--- src/rtl/fp16_pkg.sv ---
// Shared FP16 constants, the add-stage state encoding and the effective-exponent helper.
package fp16_pkg;

    localparam int EXP_W  = 5;
    localparam int MAN_W  = 10;
    localparam int SIG_W  = 11;
    localparam int GRS_W  = 3;
    localparam int WORK_W = SIG_W + GRS_W;

    typedef enum logic [1:0] {
        IDLE  = 2'd0,
        ALIGN = 2'd1,
        ADD   = 2'd2,
        DONE  = 2'd3
    } add_state_t;

    // Denormals share the exponent of the smallest normal, so a zero field behaves as 1.
    function automatic logic [EXP_W-1:0] eff_exp(input logic [EXP_W-1:0] e);
        return (e == '0) ? EXP_W'(1) : e;
    endfunction

endpackage

--- src/rtl/align_add_stage_sticky_shifter.sv ---
// Combinational right shifter by 0..MAX_STEP bits.
// Every bit pushed off the bottom is ORed into the LSB, so a later rounder still
// sees that something non-zero was lost.
module sticky_shifter
    import fp16_pkg::*;
#(
    parameter int WIDTH    = WORK_W,
    parameter int MAX_STEP = 1,
    parameter int AMT_W    = $clog2(MAX_STEP + 1)
) (
    input  logic [WIDTH-1:0] din,
    input  logic [AMT_W-1:0] amt,
    output logic [WIDTH-1:0] dout
);

    logic [WIDTH-1:0] lost_mask;
    logic             lost_any;

    // Shift, then fold any discarded bits into the sticky position.
    always_comb begin
        lost_mask = (WIDTH'(1) << amt) - WIDTH'(1);
        lost_any  = |(din & lost_mask);
        dout      = (din >> amt) | {{(WIDTH-1){1'b0}}, lost_any};
    end

endmodule

--- src/rtl/align_add_stage.sv ---
// FP16 align/add stage.
// Takes an operand pair that has already been ordered by exponent. The smaller
// operand is aligned a few bits per cycle through the sticky shifter, then the
// two operands are added or subtracted. The result is an unnormalised
// significand that carries guard/round/sticky bits for the normalise/round stage.
// Only one operation is in flight at a time.
module align_add_stage
    import fp16_pkg::*;
#(
    parameter int SHIFT_STEP = 1,
    parameter int MAX_SHIFT  = 14
) (
    input  logic             clk,
    input  logic             rst,
    input  logic             in_valid,
    output logic             in_ready,
    input  logic             sign_l,
    input  logic             sign_s,
    input  logic [EXP_W-1:0] exp_l,
    input  logic [EXP_W-1:0] exp_s,
    input  logic [MAN_W-1:0] man_l,
    input  logic [MAN_W-1:0] man_s,
    input  logic             swap,
    output logic             out_valid,
    input  logic             out_ready,
    output logic [WORK_W:0]  sum,
    output logic [EXP_W-1:0] exp_o,
    output logic             sign_o,
    output logic             zero_o,
    output logic             swap_o
);

    localparam int CNT_W = $clog2(MAX_SHIFT + 1);
    localparam int AMT_W = $clog2(SHIFT_STEP + 1);

    add_state_t        state_q, state_d;
    logic [WORK_W-1:0] l_q, l_d;
    logic [WORK_W-1:0] s_q, s_d;
    logic [CNT_W-1:0]  rem_q, rem_d;
    logic [EXP_W-1:0]  eexp_l_q, eexp_l_d;
    logic              sign_l_q, sign_l_d;
    logic              sign_s_q, sign_s_d;
    logic              swap_in_q, swap_in_d;

    logic              out_valid_q, out_valid_d;
    logic [WORK_W:0]   sum_q, sum_d;
    logic [EXP_W-1:0]  exp_o_q, exp_o_d;
    logic              sign_o_q, sign_o_d;
    logic              zero_o_q, zero_o_d;
    logic              swap_o_q, swap_o_d;

    logic [EXP_W-1:0]  eexp_l_in, eexp_s_in;
    logic [EXP_W:0]    shift_diff;
    logic [CNT_W-1:0]  shift_sat;
    logic [CNT_W-1:0]  step_cnt;
    logic [WORK_W-1:0] s_shifted;
    logic [WORK_W:0]   add_res;
    logic [WORK_W:0]   sub_res;
    logic [WORK_W:0]   sub_mag;
    logic              sub_neg;
    logic [WORK_W:0]   res_mag;
    logic              res_sign;

    // Incoming alignment distance; a negative difference would be an upstream
    // ordering error and is treated as no shift at all.
    always_comb begin
        eexp_l_in  = eff_exp(exp_l);
        eexp_s_in  = eff_exp(exp_s);
        shift_diff = {1'b0, eexp_l_in} - {1'b0, eexp_s_in};
        if (shift_diff[EXP_W]) begin
            shift_sat = '0;
        end else if (shift_diff >= (EXP_W+1)'(MAX_SHIFT)) begin
            shift_sat = CNT_W'(MAX_SHIFT);
        end else begin
            shift_sat = shift_diff[CNT_W-1:0];
        end
    end

    // The last alignment step may be shorter than SHIFT_STEP.
    always_comb begin
        step_cnt = (rem_q < CNT_W'(SHIFT_STEP)) ? rem_q : CNT_W'(SHIFT_STEP);
    end

    sticky_shifter #(
        .WIDTH    (WORK_W),
        .MAX_STEP (SHIFT_STEP),
        .AMT_W    (AMT_W)
    ) u_shifter (
        .din  (s_q),
        .amt  (step_cnt[AMT_W-1:0]),
        .dout (s_shifted)
    );

    // Significand add/subtract; a negative difference flips to magnitude and takes S's sign.
    always_comb begin
        add_res = {1'b0, l_q} + {1'b0, s_q};
        sub_res = {1'b0, l_q} - {1'b0, s_q};
        sub_neg = sub_res[WORK_W];
        sub_mag = sub_neg ? (~sub_res + (WORK_W+1)'(1)) : sub_res;
        if (sign_l_q ^ sign_s_q) begin
            res_mag  = sub_mag;
            res_sign = sub_neg ? sign_s_q : sign_l_q;
        end else begin
            res_mag  = add_res;
            res_sign = sign_l_q;
        end
    end

    // Next-state and datapath update for the IDLE -> ALIGN -> ADD -> DONE sequence.
    always_comb begin
        state_d     = state_q;
        l_d         = l_q;
        s_d         = s_q;
        rem_d       = rem_q;
        eexp_l_d    = eexp_l_q;
        sign_l_d    = sign_l_q;
        sign_s_d    = sign_s_q;
        swap_in_d   = swap_in_q;
        out_valid_d = out_valid_q;
        sum_d       = sum_q;
        exp_o_d     = exp_o_q;
        sign_o_d    = sign_o_q;
        zero_o_d    = zero_o_q;
        swap_o_d    = swap_o_q;

        case (state_q)
            IDLE: begin
                if (in_valid) begin
                    l_d       = {(exp_l != '0), man_l, {GRS_W{1'b0}}};
                    s_d       = {(exp_s != '0), man_s, {GRS_W{1'b0}}};
                    rem_d     = shift_sat;
                    eexp_l_d  = eexp_l_in;
                    sign_l_d  = sign_l;
                    sign_s_d  = sign_s;
                    swap_in_d = swap;
                    state_d   = (shift_sat != '0) ? ALIGN : ADD;
                end
            end
            ALIGN: begin
                s_d   = s_shifted;
                rem_d = rem_q - step_cnt;
                if (rem_q == step_cnt) begin
                    state_d = ADD;
                end
            end
            ADD: begin
                sum_d       = res_mag;
                exp_o_d     = eexp_l_q;
                zero_o_d    = (res_mag == '0);
                sign_o_d    = (res_mag == '0) ? 1'b0 : res_sign;
                swap_o_d    = swap_in_q;
                out_valid_d = 1'b1;
                state_d     = DONE;
            end
            DONE: begin
                if (out_ready) begin
                    out_valid_d = 1'b0;
                    state_d     = IDLE;
                end
            end
            default: begin
                state_d = IDLE;
            end
        endcase
    end

    // State and output registers; reset drops any operation in flight and clears the outputs.
    always_ff @(posedge clk or posedge rst) begin
        if (rst) begin
            state_q     <= IDLE;
            l_q         <= '0;
            s_q         <= '0;
            rem_q       <= '0;
            eexp_l_q    <= '0;
            sign_l_q    <= 1'b0;
            sign_s_q    <= 1'b0;
            swap_in_q   <= 1'b0;
            out_valid_q <= 1'b0;
            sum_q       <= '0;
            exp_o_q     <= '0;
            sign_o_q    <= 1'b0;
            zero_o_q    <= 1'b0;
            swap_o_q    <= 1'b0;
        end else begin
            state_q     <= state_d;
            l_q         <= l_d;
            s_q         <= s_d;
            rem_q       <= rem_d;
            eexp_l_q    <= eexp_l_d;
            sign_l_q    <= sign_l_d;
            sign_s_q    <= sign_s_d;
            swap_in_q   <= swap_in_d;
            out_valid_q <= out_valid_d;
            sum_q       <= sum_d;
            exp_o_q     <= exp_o_d;
            sign_o_q    <= sign_o_d;
            zero_o_q    <= zero_o_d;
            swap_o_q    <= swap_o_d;
        end
    end

    assign in_ready  = (state_q == IDLE);
    assign out_valid = out_valid_q;
    assign sum       = sum_q;
    assign exp_o     = exp_o_q;
    assign sign_o    = sign_o_q;
    assign zero_o    = zero_o_q;
    assign swap_o    = swap_o_q;

endmodule

--- config.mk ---
export PLATFORM = sky130hd
export DESIGN_NAME = align_add_stage
export DESIGN_NICKNAME = d
export VERILOG_FILES = /design/src/rtl/fp16_pkg.sv /design/src/rtl/align_add_stage_sticky_shifter.sv /design/src/rtl/align_add_stage.sv
export SDC_FILE = /design/constraint.sdc
export NUM_CORES = 1
export LEC_CHECK = 0
export CORE_MARGIN = 2
export CORE_UTILIZATION = 54
export DETAILED_ROUTE_END_ITERATION = 7
export GPL_TIMING_DRIVEN = 0
export PLACE_DENSITY = 0.74
export SKIP_LAST_GASP = 1
export SLEW_MARGIN = 15
export SYNTH_ARGS = -nofsm -noshare
export SYNTH_HDL_FRONTEND = slang
export SYNTH_SLANG_ARGS = --single-unit
--- constraint.sdc ---
create_clock -name clk -period 7.9 [get_ports clk]
set_input_delay 1.58 -clock clk [delete_from_list [all_inputs] [get_ports clk]]
set_output_delay 1.58 -clock clk [all_outputs]
set_load 0.02 [all_outputs]
==> results of run 1 <==
[flip-flops by register name, summed over array words and instances, names as in the netlist, 2 cells and up]
name / count
eexp_l_q: 5
exp_o: 5
l_q: 11
rem_q: 4
s_q: 14
state_q: 2
sum: 15
[layout make-up]
cell class / count / share of cell area
timing repair buffer: 62 / 0.108
clock inverter: 6 / 0.0153
tap: 108 / 0.0229
buffer: 31 / 0.0244
multi-input combinational: 425 / 0.510
inverter: 43 / 0.0278
sequential: 63 / 0.268
clock buffer: 10 / 0.0234
[how the worst max path moves through the flow]
stage          startpoint          to  slack, ps  cells after the start
4_1_cts          exp_l[2]  state_q[0]       3570                     14
3_3_place_gp     exp_l[2]  state_q[0]       3220                     14
5_1_grt          exp_l[2]  state_q[0]       3200                     14
2_1_floorplan    exp_l[0]  state_q[0]       3890                     13
3_5_place_dp     exp_l[2]  state_q[0]       3200                     14
6_report         exp_l[2]  state_q[0]       3560                     14
[stage by stage]
step	hold WS [ps]	std cells	worst slack (ps)	cell area [µm²]	util
6_report	482	748	3560	5890	0.672
5_1_grt	504	748	3200	5890	0.672
4_1_cts	488	748	3570	5890	0.672
3_5_place_dp	470	732	3200	5660	0.646
3_3_place_gp	460	731	3220	5630	0.642
2_1_floorplan	444	562	3890	4880	-
[synth_stat cells (all sizes together), types with 3 or more instances]
cell	number
nand4	4
o21ai	28
a21o	6
nand2	37
nor2	49
nand3	12
o31ai	3
o211ai	6
ha	35
o211a	3
buf	9
xor2	10
o21bai	3
clkbuf	22
or2	8
dfrtp	63
o22ai	26
nand2b	5
and2	3
or4	3
o41ai	4
or3	3
a211oi	5
nor2b	5
a21oi	57
inv	43
nor3	9
o21a	3
a31oi	3
xnor2	14
and3	7
a22o	3
nor4	6
mux2	30
[metal layers]
metal  vias up  track usage
met1      2170        0.374
met2       161        0.417
li1       2177            -
met5         -            0
met3        13       0.0408
met4         0       0.0738
[logic make-up after synthesis]
logic type,count (synthesis),synth area share
AO/OA/AOI/OAI,173,0.234
multiplexers,31,0.0712
XOR/XNOR,24,0.0446
AND/OR/NAND/NOR,160,0.168
adder cells (fa/ha/maj),37,0.0978
buffers and inverters,74,0.0625
flip-flops,63,0.323
[worst min-delay path, stage by stage, from the launching register on]
cell and delay, ps:
dfrtp_1 350, nand2_1 40, o21ai_0 60
==> impl_metrics.py, run 1 <==
metrics = {
    "route": {
        "ant_nets": 0,
        "highest_layer": "met4",
        "viasPerCell": 6.04,
        "drt-met1-wl_mm": 5.90,
        "drt_wl_total_mm": 12.6,
        "initialDrtViolationCount": 323,
        "wl_met2_mm": 5.85,
        "dr.pass1.iters": 5,
        "drc": 0,
        "avgRoutedWirePerCell_um": 16.9,
        "vias": 4521,
        "dr_wl_met3_um": 720,
    },
    "setup_path": {
        "r2r_cells": 12,
        "crit_required_ps": 8120,
        "critPathMaxStageDelay_ps": 500,
        "endpoint_kind": "flip-flop",
        "crit_path_max_fanout": 5,
        "arrival_ps": 4560,
        "r2r_slack_ps": 4020,
        "slowest_stage": "or4_1",
        "crit_family": "compound AO/OA/AOI/OAI gates",
        "worstPathCellList": "clkdlybuf4s50_1, or4_1, nor2_1, nor2_1, ha_1, fa_1, inv_1, a21o_1, a21oi_1, xnor2_1, o311ai_0, o21ai_0, nand2_1, o21ai_0",
        "r2r_start": "s_q[9]",
        "criticalPathCategory": "in -> reg",
        "start_kind": "primary input",
        "cp_num_buf_inv": 2,
        "timing.rr.end": "sign_o",
    },
    "place": {
        "place.gp.congestion": 0.921,
        "portBuffers": 61,
        "dpl.hpwl_mm": 9.76,
    },
    "floorplan": {
        "core_area_mm2": 0.00876,
        "die-width_um": 99.1,
        "fp.dieH_um": 99.1,
        "die-area_mm2": 0.00982,
        "ios": 62,
        "initial_core_util": 0.557,
        "row_count": 34,
    },
    "layout": {
        "drive_above_1_share": 0.130,
        "final_common_cell": "dfrtp_1",
        "final_cell_mix": "63 x dfrtp_1, 61 x clkdlybuf4s50_1, 55 x a21oi_1",
        "multi_input_area_mm2": 0.00300,
        "area_growth_pct": 20.5,
        "antennaDiodeCount": 0,
        "fin_nets": 709,
        "regArea_mm2": 0.00158,
        "filler_cell_count": 708,
    },
    "logic_synthesis": {
        "syn_nets": 636,
        "synth_top_area_frac": 0.323,
        "synth.largest_area_cell": "dfrtp_1",
        "ys.flop_type": "dfrtp_1",
        "yosys_warnings": 0,
        "synthArstFlopShare": 1.00,
        "yosys-top-cells-area": "dfrtp_1 32%, ha_1 9.0%, mux2_2 6.9%",
        "yosysSeqAreaShare": 0.323,
        "syn_area_mm2": 0.00488,
        "synthCells": 562,
        "avgSynthCellArea_um2": 8.69,
        "synth_edf_count": 0,
        "ys_ff_latch": 63,
        "ys_types": 77,
    },
    "clocking": {
        "path_clk_slew_ps": 80,
        "postCtsSetupBuffers": 0,
        "clkLatencyLatePin_ps": 350,
        "clockRootBuffer": "clkbuf_8",
        "tritoncts": "yes",
        "cts_hold_buf": 0,
        "cts_htree_levels": 3,
        "numCtsBuffers": 9,
        "clockBufferDepth": 2,
        "cts.sink_count": 63,
        "cts_resized": 0,
    },
    "sta": {
        "worst_pin_slew_ps": 726,
        "final_hold_viol_count": 0,
        "finalSetupTns_ps": 0,
        "grt_setup_unrepaired": "no",
        "final_max_slew_viol_count": 0,
        "finClkSkew_ps": 19.5,
        "setup_viol": 0,
        "period_needed_ps": 4340,
        "fmax_mhz": 230,
        "fin_crit_sh": 0.549,
        "relSlewSlack": 0.516,
    },
    "global_route": {
        "overflow": 0,
        "antenna_found_initial": 0,
        "first_global_vias": 4308,
        "grt_first_pass_wirelength_mm": 20.9,
        "track_usage": 0.262,
        "grt_max_degree": 53,
    },
    "min_path": {
        "min-delay-start": "sum[5]",
        "whs_endpoint": "sum[5]",
        "hold_path.class": "reg -> reg",
        "hold_path_depth": 2,
    },
    "status": {
        "status": "complete, no violations",
    },
    "run": {
        "cap_viol_max_count": 0,
    },
}
Power of run 1 is not shown: default switching activity piles up to over one toggle a cycle in this logic, so the estimate is an artifact.
==> run 2, diff against run 1 <==
Clock period 7.9 ns to 4 ns, I/O delays scaled along.
==> run 2 against run 1 <==
  * Utilization grew 0.071 points
  * Worst setup slack lost 3300 ps
  * Die area is the same
  * Sequential share of layout area is essentially flat
  * Flip-flop and latch count is the same
  * Count of clock-buffer cells in the layout is the same
  * Non-clock buffer count is the same
  * Cell count is the same
  * Via count grew 0.46%
  * First-iteration DRC count grew 2.5%
==> impl_metrics.py, run 2 (synthesis results as in run 1) <==
metrics = {
    "status": {
        "status": "complete, no violations",
    },
    "floorplan": {
        "row_count": 34,
        "initial_core_util": 0.557,
        "fp.dieH_um": 99.1,
        "ios": 62,
        "core_area_mm2": 0.00876,
        "die-area_mm2": 0.00982,
        "die-width_um": 99.1,
    },
    "clocking": {
        "path_clk_slew_ps": 80,
        "tritoncts": "yes",
        "postCtsSetupBuffers": 0,
        "cts.sink_count": 63,
        "clockBufferDepth": 2,
        "cts_htree_levels": 3,
        "clkLatencyLatePin_ps": 350,
        "clockRootBuffer": "clkbuf_8",
        "numCtsBuffers": 9,
    },
    "setup_path": {
        "crit_top_cell": "o211a_1",
        "worstPathCellList": "inv_1, ha_1, clkbuf_1, or2_2, o211a_1, a21oi_1, and2_1, a2111o_1, o211ai_1, or4_1, nor4_1, nand4b_1, o211a_1",
        "arrival_ps": 3940,
        "crit_required_ps": 4240,
        "endpoint_kind": "flip-flop",
        "r2r_cells": 13,
        "r2r_start": "s_q[4]",
        "start_kind": "flip-flop",
        "r2r_slack_ps": 300,
        "slowest_stage": "or4_1",
        "crit_path_max_fanout": 10,
        "criticalPathCategory": "reg -> reg",
        "critPathMaxStageDelay_ps": 580,
        "timing.rr.end": "sign_o",
    },
    "layout": {
        "largest_reg_flops": 15,
        "area_growth_pct": 20.7,
        "final_cell_mix": "63 x dfrtp_1, 61 x clkdlybuf4s50_1, 55 x a21oi_1",
        "final_common_cell": "dfrtp_1",
        "drive_above_1_share": 0.131,
        "antennaDiodeCount": 0,
        "fin_nets": 709,
    },
    "min_path": {
        "min-delay-start": "sum[5]",
        "hold_path_depth": 2,
        "hold_path.class": "reg -> reg",
        "whs_endpoint": "sum[5]",
    },
    "run": {
        "cap_viol_max_count": 0,
    },
    "sta": {
        "finClkSkew_ps": 18.6,
        "final_max_slew_viol_count": 0,
        "grt_setup_unrepaired": "no",
        "final_hold_viol_count": 0,
        "fin_crit_sh": 0.926,
        "finalSetupTns_ps": 0,
        "fmax_mhz": 270,
        "worst_pin_slew_ps": 727,
        "setup_viol": 0,
        "relSlewSlack": 0.515,
        "period_needed_ps": 3700,
    },
    "route": {
        "avgRoutedWirePerCell_um": 16.9,
        "ant_nets": 0,
        "vias": 4542,
        "dr.pass1.iters": 5,
        "viasPerCell": 6.07,
        "drc": 0,
        "drt_wl_total_mm": 12.6,
        "initialDrtViolationCount": 331,
    },
    "global_route": {
        "overflow": 0,
        "first_global_vias": 4308,
        "antenna_found_initial": 0,
        "grt_first_pass_wirelength_mm": 20.9,
        "track_usage": 0.262,
        "grt_max_degree": 53,
    },
    "place": {
        "dpl.hpwl_mm": 9.76,
        "portBuffers": 61,
        "place.gp.congestion": 0.921,
    },
}
## run 2: cell counts in the layout (fill, tap and decap cells not counted)
Identical to the previous run, type by type.
## run 2: worst max-delay path by stage
| stage | start | end |
|---|---|---|
| after floorplan | exp_l[0] | state_q[0] |
| final | s_q[4] | sign_o |
| after CTS | s_q[9] | sign_o |
| after global placement | exp_l[2] | state_q[0] |
| after global routing | exp_l[2] | state_q[0] |
| after detailed placement | exp_l[2] | state_q[0] |
## run 2: stage by stage
step / hold slack (ps) / util / std cells / worst slack (ps) / cell area [µm²]
floorplan: 444 / - / 562 / 770 / 4880
global placement: 460 / 0.642 / 731 / 98.6 / 5630
detailed placement: 470 / 0.646 / 732 / 78.9 / 5660
CTS: 488 / 0.672 / 748 / 188 / 5890
global route: 504 / 0.673 / 748 / 82.2 / 5890
finish: 482 / 0.673 / 748 / 296 / 5890
## run 2: worst max-delay path, delay by kind of cell, from the launching register on
kind,cells,cell delay (ps)
DFF,1,440
buffers and inverters,2,390
adders and majority gates,1,250
AOI/OAI and AO/OA,5,940
and+or+nand+nor,5,1560
## run 2: final cells by class
type,count,area (µm²)
Clock inverter,6,90.1
Timing Repair Buffer,62,638
Buffer,31,144
Sequential cell,63,1580
Inverter,43,164
Clock buffer,10,138
Multi-Input combinational cell,425,3010
Fill cell,706,2870
Tap cell,108,135
## run 2: per-layer routing
layer  GRT usage  wire, µm
met1       0.374      5850
met2       0.417      5860
met3      0.0408       744
met4      0.0738       179
met5           0         0
## run 2: timing repair
item,4_1_cts,5_1_grt
setup endpoints to repair,0,2
hold buffers,0,0
gates resized for setup,0,1
Power of run 2 is left out for the same reason.
==> run 3, diff against run 2 <==
Settings changed: PLACE_DENSITY 0.74 to 0.75.
==> run 3 against run 2 <==
  * Via count fell by 0.40%
  * Count of clock-buffer cells in the layout is the same
  * First-iteration DRC count decreased by 20%
  * Cell count unchanged
  * Fmax down 3.5%
  * Largest cell class unchanged
  * Wire length is 0.92% higher
  * Global-route usage is 0.41 points higher
  * Critical path type unchanged
  * Sequential share of layout area increased by 0.17 points
==> impl_metrics.py, run 3 (synthesis results as in run 1) <==
metrics = {
    "status": {
        "status": "complete, no violations",
    },
    "layout": {
        "final_cell_mix": "63 x dfrtp_1, 61 x clkdlybuf4s50_1, 55 x a21oi_1",
        "final_common_cell": "dfrtp_1",
        "drive_above_1_share": 0.131,
        "area_growth_pct": 19.9,
        "fin_nets": 709,
        "antennaDiodeCount": 0,
        "fin_area_mm2": 0.00586,
        "largest_reg_flops": 15,
    },
    "floorplan": {
        "core_area_mm2": 0.00876,
        "row_count": 34,
        "die-area_mm2": 0.00982,
        "die-width_um": 99.1,
        "ios": 62,
        "initial_core_util": 0.557,
        "fp.dieH_um": 99.1,
    },
    "global_route": {
        "grt_max_degree": 49,
        "antenna_found_initial": 0,
        "track_usage": 0.266,
        "first_global_vias": 4354,
        "overflow": 0,
        "grt_first_pass_wirelength_mm": 21.2,
    },
    "sta": {
        "fmax_mhz": 261,
        "final_hold_viol_count": 0,
        "worst_pin_slew_ps": 740,
        "setup_viol": 0,
        "grt_setup_unrepaired": "yes",
        "period_needed_ps": 3840,
        "final_max_slew_viol_count": 0,
        "finClkSkew_ps": 20.5,
        "relSlewSlack": 0.507,
        "fin_crit_sh": 0.960,
    },
    "setup_path": {
        "r2r_slack_ps": 160,
        "arrival_ps": 4060,
        "r2r_cells": 13,
        "r2r_start": "s_q[4]",
        "endpoint_kind": "flip-flop",
        "criticalPathCategory": "reg -> reg",
        "timing.rr.end": "sign_o",
        "crit_path_max_fanout": 10,
        "cp-startpoint": "s_q[4]",
        "start_kind": "flip-flop",
        "crit_required_ps": 4230,
    },
    "clocking": {
        "path_clk_slew_ps": 80,
        "cts.sink_count": 63,
        "clockRootBuffer": "clkbuf_8",
        "cts_hold_buf": 0,
        "cts_resized": 0,
        "postCtsSetupBuffers": 0,
        "numCtsBuffers": 9,
        "cts_htree_levels": 3,
        "tritoncts": "yes",
        "clkLatencyLatePin_ps": 350,
        "clockBufferDepth": 2,
    },
    "route": {
        "drt_wl_total_mm": 12.8,
        "ant_nets": 0,
        "drc": 0,
        "avgRoutedWirePerCell_um": 17.0,
        "vias": 4524,
        "viasPerCell": 6.05,
        "initialDrtViolationCount": 264,
        "dr.pass1.iters": 5,
    },
    "min_path": {
        "hold_path_depth": 2,
        "hold_path.class": "reg -> reg",
        "whs_endpoint": "sum[5]",
        "min-delay-start": "sum[5]",
    },
    "place": {
        "place.gp.congestion": 0.949,
        "dpl.hpwl_mm": 9.97,
        "postPlaceCellArea_mm2": 0.00566,
        "portBuffers": 61,
    },
    "run": {
        "cap_viol_max_count": 0,
    },
}
-- run 3: per-stage QoR --
step | setup WS, ps | TNS, ps | utilization | instances | hold WS, ps
floorplan | 770 | 0 | - | 562 | 444
global placement | 89.5 | 0 | 0.642 | 731 | 459
detailed placement | 33.1 | 0 | 0.646 | 732 | 470
CTS | 84.4 | 0 | 0.666 | 748 | 484
global route | -47.7 | -47.7 | 0.668 | 748 | 507
finish | 162 | 0 | 0.668 | 748 | 476
-- run 3: area by class of cell --
type / count / area [µm²]
Multi-Input combinational cell: 425 / 3030
Inverter: 43 / 164
Buffer: 31 / 144
Clock buffer: 10 / 128
Tap cell: 108 / 135
Sequential cell: 63 / 1580
Clock inverter: 6 / 45.0
Timing Repair Buffer: 62 / 638
Fill cell: 737 / 2910
-- run 3: layer usage --
layer	share of wire	track usage
met2	0.44	0.402
met5	0	0
met1	0.46	0.383
met4	0.032	0.107
met3	0.068	0.0436
-- run 3: critical path: stages (launching register included) --
cell,delay [ps]
dfrtp_1,450
inv_1,180
ha_1,250
clkbuf_1,210
or2_2,340
o211a_1,270
a21oi_1,270
and2_1,250
a2111o_1,150
o211ai_1,120
or4_1,590
nor4_2,300
nand4b_1,170
o211a_1,170
-- run 3: how the worst max path moves through the flow --
stage                 endpoint  slack (ps)  depth (start not counted)
global placement    state_q[0]          90                         14
CTS                     sign_o          80                         12
floorplan           state_q[0]         770                         13
detailed placement  state_q[0]          30                         14
finish                  sign_o         160                         13
global route            sign_o         -50                         13
Power of run 3 is left out for the same reason.
==> patch 1: new RTL, config.mk and constraints of run 1 <==
Add an input register stage for `swap`, without a reset; this delays it by one clock. The other inputs are not delayed to match.
--- a/src/rtl/align_add_stage.sv
+++ b/src/rtl/align_add_stage.sv
@@ -33,6 +33,12 @@
     localparam int CNT_W = $clog2(MAX_SHIFT + 1);
     localparam int AMT_W = $clog2(SHIFT_STEP + 1);
 
+    logic swap_q;
+
+    always_ff @(posedge clk) begin
+        swap_q <= swap;
+    end
+
     add_state_t        state_q, state_d;
     logic [WORK_W-1:0] l_q, l_d;
     logic [WORK_W-1:0] s_q, s_d;
@@ -132,7 +138,7 @@
                     eexp_l_d  = eexp_l_in;
                     sign_l_d  = sign_l;
                     sign_s_d  = sign_s;
-                    swap_in_d = swap;
+                    swap_in_d = swap_q;
                     state_d   = (shift_sat != '0) ? ALIGN : ADD;
                 end
             end
Function: changed (Yosys sat finds a counterexample within 4 cycles, from zero or initial values and one cycle with rst high).
==> patch 1 against run 1 <==
Sequential cell count up 1; wire length up 1.1%; design area up 0.28%; final cell count up 0.13%; setup slack worse by 0.037 ns; synthesized area up 0.41%; first-iteration DRC count down 14%.
Power is not shown: default switching activity piles up to over one toggle a cycle in this logic, so the estimate is an artifact.
==> patch 1: results <==
[outcome]
status = "complete, no violations"

[place]
dpl_cell_area_sq_um = 5680
gp_congestion = 0.8999
portBuffers = 61
dp.cells = 733
place_hpwl_microns = 10060
pre_cts_ws_ns = 3.180

[grt]
grt_pass1_vias = 4442
grt_pass1_wl_microns = 21460
track_usage_pct = 26.88
grt_max_degree = 45

[finish]
nNetsFinal = 710
diodes = 0
fin_cells = 749
fillers = 740
layout-drive-gt1-share_pct = 12.95

[setup_path]
regToRegSetupSlack_ns = 4.04
arrival_ns = 4.60
critPathMaxFanout = 5
max_stage_delay_ns = 0.48
reg2reg_depth = 12
crit_start = "exp_l[4]"

[synth]
ys_top_cells_by_area = "dfrtp_1 (32%), ha_1 (8.9%), mux2_2 (6.9%)"
ys_async_sr_fraction_pct = 98.44
synth_compound_area_share_pct = 23.27
synth.avg_cell_area_sq_um = 8.712
synth.distinct_cells = 78
ys_seq_area_share_pct = 32.55
synth_fa_ha_area_share_pct = 9.745
muxShareOfSynthArea_pct = 7.092
netlist_top_cells_count = "dfrtp_1 (63), a21oi_1 (55), nor2_1 (49), inv_1 (43), nand2_1 (36)"
syn_nets = 637
synthXorXnorAreaFrac_pct = 4.439

[detailed_routing]
avgViaCountPerCell = 6.089
routed_wl_microns = 12780
first_iter_violations = 277

[timing]
min_period_ns = 4.378
fin_worst_skew_ns = 0.01308
worstMarginPinSlew_ns = 0.7477

[hold_path]
hold_path_class = "reg2reg"

[cts]
root_buffer = "clkbuf_8"
[patch 1: changes by cell type in the layout (fill, tap and decap cells not counted), sizes merged]
| cell | before | now |
|---|---|---|
| clkinvlp | 1 | 0 |
| clkbuf | 32 | 31 |
| inv | 45 | 46 |
| clkinv | 1 | 2 |
| dfxtp | 0 | 1 |
[patch 1: layer usage]
layer / GRT usage (%) / part of all wire [%] / up-vias
met5: 0 / 0 / -
met4: 7.376 / 2.1 / 0
met3: 4.076 / 6.2 / 27
met2: 42.78 / 46 / 188
met1: 38.38 / 46 / 2171
li1: - / - / 2175
[patch 1: cells by family (layout without fill, tap and decap cells)]
kind of cell	Yosys count	count (layout)
AO/OA/AOI/OAI	173	173
AND/OR/NAND/NOR	160	160
buffers and inverters	74	152
flip-flops	64	64
adder cells (fa/ha/maj)	37	37
multiplexers	31	31
XOR/XNOR	24	24
[patch 1: how the worst min path moves through the flow]
stage | startpoint | endpoint | slack [ns] | depth (start not counted)
2_1_floorplan | swap_q | swap_in_q | 0.44 | 1
3_3_place_gp | swap_q | swap_in_q | 0.45 | 1
3_5_place_dp | swap_q | swap_in_q | 0.46 | 1
4_1_cts | swap_q | swap_in_q | 0.48 | 1
5_1_grt | swap_q | swap_in_q | 0.50 | 1
6_report | swap_q | swap_in_q | 0.48 | 1
[patch 1: area by class of cell]
type,count,area (sq um),share of cell area [%]
multi-input cells,425,3003,50.86
repair buffers,62,638.1,10.81
well taps,108,135.1,2.289
clock inverters,7,100.1,1.695
flip-flops and latches,64,1597,27.04
plain buffers,31,143.9,2.437
inverters,43,163.9,2.776
clock buffers,9,123.9,2.098
==> patch 2: new RTL, settings of run 1 <==
Made on the original files. `GRS_W`: 3 -> 6.
--- a/src/rtl/fp16_pkg.sv
+++ b/src/rtl/fp16_pkg.sv
@@ -4,7 +4,7 @@
     localparam int EXP_W  = 5;
     localparam int MAN_W  = 10;
     localparam int SIG_W  = 11;
-    localparam int GRS_W  = 3;
+    localparam int GRS_W  = 6;
     localparam int WORK_W = SIG_W + GRS_W;
 
     typedef enum logic [1:0] {
Ports: changed (resized sum); port bits go from 62 to 65. The function was not compared with the original's and may differ.
==> patch 2 against run 1 <==
Hold slack got worse by 0.0027 ns; wire length increased by 17%; global-route usage up 1.1 points; largest cell class unchanged; final cell count increased by 13%; setup slack got worse by 0.61 ns; design area rose by 11%; clock skew down 0.0080 ns; sequential share of layout area fell by 0.42 points; sequential cell count grew 6; critical endpoint unchanged; synthesized area up 13%; highest routed layer unchanged; register-to-register slack got worse by 0.21 ns.
Power is not shown: default switching activity piles up to over one toggle a cycle in this logic, so the estimate is an artifact.
==> patch 2: results <==
[outcome]
status = "complete, no violations"

[finish]
inv_count = 39
seq_cells = 69
nonClockBufferCount = 107
clock_area_share_pct = 2.846
fillers = 847
clock_buffers = 12
multi_input_area_sq_um = 3466
layout-drive-gt1-share_pct = 11.47
largest_reg_flops = 18
area.sequential_sq_um = 1727
buffer_area_share_pct = 13.08
comb.multi_input.count = 484
nNetsFinal = 783

[place]
place_hpwl_microns = 11490
portBuffers = 64
gp_congestion = 0.8744
dp.cells = 832

[setup_path]
r2r-start = "s_q[7]"
critPathMaxFanout = 4
crit_end = "state_q[0]"
cp_top_family = "simple AND/OR/NAND/NOR gates"
regToRegSetupSlack_ns = 3.81
crit_start = "exp_s[1]"
max_stage_delay_ns = 0.63
reg2reg_depth = 13
arrival_ns = 5.18
cpMaxStageDelayCell = "or4b_2"

[synth]
syn_nets = 707
synth.distinct_cells = 81
ys_top_cells_by_area = "dfrtp_1 (31%), ha_1 (7.7%), mux2_2 (6.5%)"
netlist_top_cells_count = "dfrtp_1 (69), nor2_1 (51), a21oi_1 (44), nand2_1 (42), inv_1 (38)"
yosysWarnings = 0
syn_inst = 634
ys_seq_area_share_pct = 31.27

[cts]
clock_latency_ns = 0.36
root_buffer = "clkbuf_8"
cts_setup_buffers = 0
clkTransAtPathRegs_ns = 0.08

[grt]
grt_pass1_wl_microns = 24580
grt_pass1_vias = 5087
grt_max_degree = 54
track_usage_pct = 27.34

[detailed_routing]
first_iter_violations = 463
wl_per_cell_microns = 17.42
routed_wl_microns = 14770
ant_nets = 0
avgViaCountPerCell = 6.257
drt-pass1-iter-count = 4

[timing]
relSlewSlack_pct = 46.44
fin_worst_skew_ns = 0.01151

[hold_path]
hold_path_class = "reg2reg"
[patch 2: cell types whose count changed after synthesis, moves of 7 or more]
cell,before,now
a21oi_1,55,44
a22oi_1,1,8
clkbuf_1,22,30
nand3_1,12,23
nor3_1,9,16
o21ai_0,27,34
o22ai_1,26,13
or3_1,3,11
[patch 2: how the worst min path moves through the flow]
stage	slack, ns	start	to	depth (start not counted)
global placement	0.46	eexp_l_q[0]	eexp_l_q[0]	2
detailed placement	0.47	eexp_l_q[0]	eexp_l_q[0]	2
floorplan	0.44	eexp_l_q[0]	eexp_l_q[0]	2
CTS	0.49	eexp_l_q[0]	eexp_l_q[0]	2
global route	0.52	zero_o	zero_o	1
finish	0.48	eexp_l_q[0]	eexp_l_q[0]	2
[patch 2: per-layer routing]
layer	global-route usage (%)	vias to the layer above	share of wire (%)
met4	7.810	0	1.3
li1	-	2482	-
met1	37.05	2591	45
met2	45.32	213	48
met5	0	-	0
met3	4.180	20	5.4
[patch 2: tightest hold or removal path: cells and delay by family (launching register included)]
family / cells / cell delay (ns)
flip-flops: 1 / 0.34
AO/OA/AOI/OAI: 1 / 0.06
AND/OR/NAND/NOR: 1 / 0.05
[patch 2: cell families (layout without fill, tap and decap cells)]
logic type,after synthesis,in the layout,synth area share [%]
AND/OR/NAND/NOR,207,207,19.69
AO/OA/AOI/OAI,185,185,24.16
buffers and inverters,81,162,6.073
flip-flops,69,69,31.27
XOR/XNOR,22,22,3.490
adder cells (fa/ha/maj),36,36,8.430
multiplexers,34,34,6.889
[patch 2: stage by stage]
step                cell area [sq um]  setup slack, ns  utilization (%)
floorplan                        5522            3.274                -
global placement                 6329            2.629            64.16
detailed placement               6359            2.580            64.46
CTS                              6545            2.959            66.35
global route                     6551            2.809            66.41
finish                           6551            2.950            66.41
